### src/rtl/hood_pkg.sv
// Shared encodings for the range hood mode controller and the gear/timer block.
package hood_pkg;

  typedef enum logic [2:0] {
    MODE_STANDBY = 3'b000,
    MODE_GEAR1   = 3'b001,
    MODE_GEAR2   = 3'b010,
    MODE_GEAR3   = 3'b011,
    MODE_OFF     = 3'b100,
    MODE_MENU    = 3'b101
  } mode_t;

  localparam logic RET_STANDBY = 1'b0;
  localparam logic RET_GEAR2   = 1'b1;

  // Counter width wide enough for either limit, never narrower than 4 bits.
  function automatic int cnt_width(input int a, input int b);
    int m;
    int w;
    m = (a > b) ? a : b;
    w = $clog2(m + 1);
    return (w > 4) ? w : 4;
  endfunction

endpackage

### src/rtl/btn_edge_detect.sv
// Rising-edge detector for one debounced button level; history resets to 1
// so a button held through reset does not register a press.
module btn_edge_detect (
  input  logic clk,
  input  logic rst,
  input  logic level,
  output logic press
);

  logic prev;

  always_ff @(posedge clk) begin
    if (rst) prev <= 1'b1;
    else     prev <= level;
  end

  assign press = level & ~prev;

endmodule

### src/rtl/hood_mode_ctrl.sv
// Range hood mode controller: power, menu, gear selection and hurricane handshake.
// Optional build macro LONG_PRESS_POWER_EN: power toggles only after a long hold.
module hood_mode_ctrl
  import hood_pkg::*;
#(
  parameter int MENU_TIMEOUT_S = 10,
  parameter int LONG_PRESS_S   = 3
) (
  input  logic       clk,
  input  logic       rst,
  input  logic       tick_1hz,
  input  logic       power_btn,
  input  logic       menu_btn,
  input  logic       gear1_btn,
  input  logic       gear2_btn,
  input  logic       gear3_btn,
  input  logic       hurricane_avail,
  input  logic       hurricane_done,
  input  logic       return_state,
  output logic [2:0] mode_state,
  output logic       power_on,
  output logic       menu_active,
  output logic       hurricane_req
);

  localparam int CNT_W = cnt_width(MENU_TIMEOUT_S, LONG_PRESS_S);

  mode_t            state, next_state;
  logic [CNT_W-1:0] idle_cnt;
  logic             power_press, menu_press, gear1_press, gear2_press, gear3_press;
  logic             any_press, power_evt, menu_timeout;

  btn_edge_detect u_power (.clk(clk), .rst(rst), .level(power_btn), .press(power_press));
  btn_edge_detect u_menu  (.clk(clk), .rst(rst), .level(menu_btn),  .press(menu_press));
  btn_edge_detect u_gear1 (.clk(clk), .rst(rst), .level(gear1_btn), .press(gear1_press));
  btn_edge_detect u_gear2 (.clk(clk), .rst(rst), .level(gear2_btn), .press(gear2_press));
  btn_edge_detect u_gear3 (.clk(clk), .rst(rst), .level(gear3_btn), .press(gear3_press));

  assign any_press = power_press | menu_press | gear1_press | gear2_press | gear3_press;

`ifdef LONG_PRESS_POWER_EN
  // A hold only counts once it began with a real press; fired blocks repeats.
  logic             holding, fired;
  logic [CNT_W-1:0] hold_cnt;

  assign power_evt = holding & power_btn & tick_1hz & ~fired &
                     (hold_cnt == CNT_W'(LONG_PRESS_S - 1));

  always_ff @(posedge clk) begin
    if (rst || !power_btn) begin
      holding  <= 1'b0;
      fired    <= 1'b0;
      hold_cnt <= '0;
    end else begin
      if (power_press) holding <= 1'b1;
      if (holding && tick_1hz && !fired) begin
        if (hold_cnt == CNT_W'(LONG_PRESS_S - 1)) fired <= 1'b1;
        else                                     hold_cnt <= hold_cnt + 1'b1;
      end
    end
  end
`else
  assign power_evt = power_press;
`endif

  assign menu_timeout = tick_1hz & ~any_press &
                        (idle_cnt >= CNT_W'(MENU_TIMEOUT_S - 1));

  always_ff @(posedge clk) begin
    if (rst) state <= MODE_OFF;
    else     state <= next_state;
  end

  always_comb begin
    next_state  = state;
    power_on    = 1'b1;
    menu_active = 1'b0;
    case (state)
      MODE_OFF: begin
        power_on = 1'b0;
        if (power_evt) next_state = MODE_STANDBY;
      end
      MODE_STANDBY: begin
        if (power_evt)       next_state = MODE_OFF;
        else if (menu_press) next_state = MODE_MENU;
      end
      MODE_MENU: begin
        menu_active = 1'b1;
        if (power_evt)                           next_state = MODE_OFF;
        else if (menu_press)                     next_state = MODE_STANDBY;
        else if (gear1_press)                    next_state = MODE_GEAR1;
        else if (gear2_press)                    next_state = MODE_GEAR2;
        else if (gear3_press && hurricane_avail) next_state = MODE_GEAR3;
        else if (menu_timeout)                   next_state = MODE_STANDBY;
      end
      MODE_GEAR1, MODE_GEAR2: begin
        if (power_evt)                           next_state = MODE_OFF;
        else if (menu_press)                     next_state = MODE_STANDBY;
        else if (gear1_press)                    next_state = MODE_GEAR1;
        else if (gear2_press)                    next_state = MODE_GEAR2;
        else if (gear3_press && hurricane_avail) next_state = MODE_GEAR3;
      end
      MODE_GEAR3: begin
        // The gear block owns menu handling while the hurricane countdown runs.
        if (power_evt)           next_state = MODE_OFF;
        else if (hurricane_done) next_state = (return_state == RET_GEAR2) ? MODE_GEAR2
                                                                          : MODE_STANDBY;
      end
      default: begin
        power_on   = 1'b0;
        next_state = MODE_OFF;
      end
    endcase
  end

  always_ff @(posedge clk) begin
    if (rst) hurricane_req <= 1'b0;
    else     hurricane_req <= (next_state == MODE_GEAR3) && (state != MODE_GEAR3);
  end

  always_ff @(posedge clk) begin
    if (rst)
      idle_cnt <= '0;
    else if (state != MODE_MENU || next_state != MODE_MENU || any_press)
      idle_cnt <= '0;
    else if (tick_1hz && idle_cnt != '1)
      idle_cnt <= idle_cnt + 1'b1;
  end

  assign mode_state = state;

endmodule

### config.mk
export PLATFORM = sky130hd
export DESIGN_NAME = hood_mode_ctrl
export DESIGN_NICKNAME = d
export VERILOG_FILES = /design/src/rtl/hood_pkg.sv /design/src/rtl/btn_edge_detect.sv /design/src/rtl/hood_mode_ctrl.sv
export SDC_FILE = /design/constraint.sdc
export NUM_CORES = 1
export LEC_CHECK = 0
export BUFFER_PORTS_ARGS = -buffer_cell sky130_fd_sc_hd__buf_2
export CAP_MARGIN = 30
export CORE_ASPECT_RATIO = 0.7
export CORE_UTILIZATION = 40
export DETAILED_ROUTE_END_ITERATION = 16
export GPL_ROUTABILITY_DRIVEN = 0
export GPL_TIMING_DRIVEN = 0
export HOLD_SLACK_MARGIN = 0.05
export SETUP_SLACK_MARGIN = 0.15
export SYNTH_ARGS = -nofsm -noshare
export SYNTH_HDL_FRONTEND = slang
export SYNTH_HIERARCHICAL = 1
export SYNTH_SLANG_ARGS = --single-unit
### constraint.sdc
create_clock -name clk -period 1.9 [get_ports clk]
set_clock_uncertainty 0.05 [all_clocks]
set_input_delay 0.19 -clock clk [delete_from_list [all_inputs] [get_ports clk]]
set_output_delay 0.19 -clock clk [all_outputs]
set_load 0.02 [all_outputs]
==> impl_results.md <==
- Reg area: 270 um^2
- Critical path type: flip-flop to flip-flop
- Final Hold Fails: 0
- HP Class: input pin to flip-flop
- RSZ-0062 raised after global routing: yes
- Number of global-route vias before repair: 595
- Layout cells sized above 1: 0.453
- Fin nets: 132
- GRT overflow: 0
- Cts bufs inserted: 3
- Max cap viols: 0
- Via density: 4.99
- Initial antenna violation count: 0
- GRT Overall Usage: 0.192
- Row count: 12
- WL final: 1620 um
- Via count: 689
- Number of synthesized flops with an enable pin: 0
- Synth Net Count: 100
- Chip height: 38.5 um
- Ys async rst share: 0
- Fillcell total: 151
- Initial DRT Pass Iterations: 4
- Cell with the most instances after synthesis: dfxtp_1
- Root Driver: clkbuf_4
- Max Root-Sink Buffers: 2
- PortBufs: 16
- Critical Path AT: 1.84 ns
- Power Total: 0.536 mW
- Normalized max-slew margin: 0.544
- Multi-input logic area: 490 um^2
- Pwr dens: 521 nW/um^2
- Worst-margin pin slew: 0.667 ns
- Post-route ant nets: 0
- Clk sink count: 13
- # IOs: 17
- Die ar.: 2080 um^2
- Yosys cell types: 32
- Routed WL per cell: 11.7 um
- Pin count of the biggest net entering global routing: 11
- CP Capture Type: flip-flop
- Starting density of the core: 0.452
- Max-slew violations: 0
- Skew-Pair Late Insertion Delay: 0.28 ns
- Status: finished clean
- Yosys top cell area share: 0.343
- Part of the cycle the worst path needs: 0.901
- HPWL Detailed: 1130 um
- CP max FO: 4
- Yosys Warn Count: 6
- Core outline area: 1680 um^2
- Top post-synthesis cells by count: 13 x dfxtp_1, 8 x nor2_1, 7 x nor3_1
- Cell area after synthesis: 759 um^2
- Setup-failing EPs final: 0
- DRC: 0
- Final design utilization: 0.612
- Fmax: 584 MHz
- DRT iter0 DRCs: 12
- Worst path required time: 2.03 ns
- N_diodes: 0
- Synth area leader: dfxtp_1
- Seq cells post-synth: 13
- Top cells by area, synth: dfxtp_1 34%, ha_1 4.9%, nor2b_1 4.9%
- Die width: 54.1 um
- VDD IR max: 420 uV
- Cells after Synth: 86
- Min Tclk post-route: 1.71 ns
- Leak: 0.437 nW
- Final setup TNS: 0 ns
- H-tree depth: 1
- Area grow syn2layout: 35.6%
- Register area share after synthesis: 0.343
- Worst Setup Start Kind: flip-flop
- Post-synth top flop: dfxtp_1
- Mean Syn Cell Area: 8.83 um^2
- Clock-pin slew on the worst setup and hold paths: 0.08 ns
- First-pass GRT wire length: 2700 um
- CTS tree: yes
per-stage QoR:
stage	setup slack (ns)	area [um^2]	hold slack (ns)	cells
after floorplan	0.151	767	0.237	86
after global placement	0.0571	873	0.331	123
after detailed placement	0.0641	873	0.337	123
after CTS	0.104	970	0.0524	134
after global routing	0.0993	1030	0.0605	138
final	0.188	1030	0.0546	138
sequential cells by signal (all words and copies together) (netlist names):
register and cells:
idle_cnt 4, mode_state 3, hurricane_req 1, u_gear1/prev 1, u_gear2/prev 1, u_gear3/prev 1
u_menu/prev 1, u_power/prev 1
repair_timing:
item / in CTS / in global routing
pin swaps: 3 / 6
gates resized for setup: 5 / 8
hold endpoints to repair: 3 / 1
endpoints found under the setup margin: 7 / 7
hold buffers: 3 / 1
buffers inserted: 4 / 3
cell type report:
cell class                 count  share of cell area
sequential                    13               0.262
inverter                       3              0.0109
multi-input combinational     67               0.476
clock inverter                 1             0.00486
buffer                         3              0.0267
timing repair buffer          27               0.171
clock buffer                   3              0.0219
tap                           21              0.0255
cell usage in the layout (no fill, tap or decap), types with 4 or more instances in the layout:
| master | instances |
|---|---|
| nand2_1 | 5 |
| dfxtp_1 | 7 |
| nand3_1 | 4 |
| buf_2 | 16 |
| nor3_1 | 6 |
| buf_4 | 6 |
| dfxtp_2 | 5 |
| or2_1 | 6 |
| dlygate4sd3_1 | 4 |
| nor2_1 | 7 |
where the power goes:
part	total [mW]	internal [mW]	switching [mW]	leakage, nW
clock	0.174	0.0781	0.0958	0.0177
combinational	0.0814	0.0419	0.0394	0.311
sequential	0.281	0.278	0.00261	0.108
worst max-delay path: stages, from the launching register on:
cell and delay (ns):
dfxtp_1 0.33, nor2b_2 0.07, nor3_2 0.15, nand2_1 0.08, or4_4 0.54, nor4b_4 0.15
o2111a_1 0.24
kinds of logic (layout without fill, tap and decap cells):
kind of cell	after synthesis	count (layout)	synth area share
buffers and inverters	6	37	0.0511
AO/OA/AOI/OAI	11	11	0.119
adder cells (fa/ha/maj)	3	3	0.0494
multiplexers	1	1	0.0132
AND/OR/NAND/NOR	48	48	0.379
XOR/XNOR	4	4	0.0461
flip-flops	13	13	0.343
final timing paths:
kind	startpoint	endpoint	slack, ns	depth (start not counted)
hold / removal	menu_btn	u_menu/prev	0.05	2
setup / recovery	u_gear1/prev	hurricane_req	0.19	6
hold reg to reg	idle_cnt[3]	idle_cnt[3]	0.51	2
setup reg to reg	u_gear1/prev	hurricane_req	0.19	6
layer usage:
metal,vias up,wire length [um],track usage
met3,2,95,0.0833
met5,-,0,0
met4,0,6,0.0385
li1,358,-,-
met1,312,830,0.268
met2,17,684,0.269
Note: power is estimated with default switching activity, not from simulation.
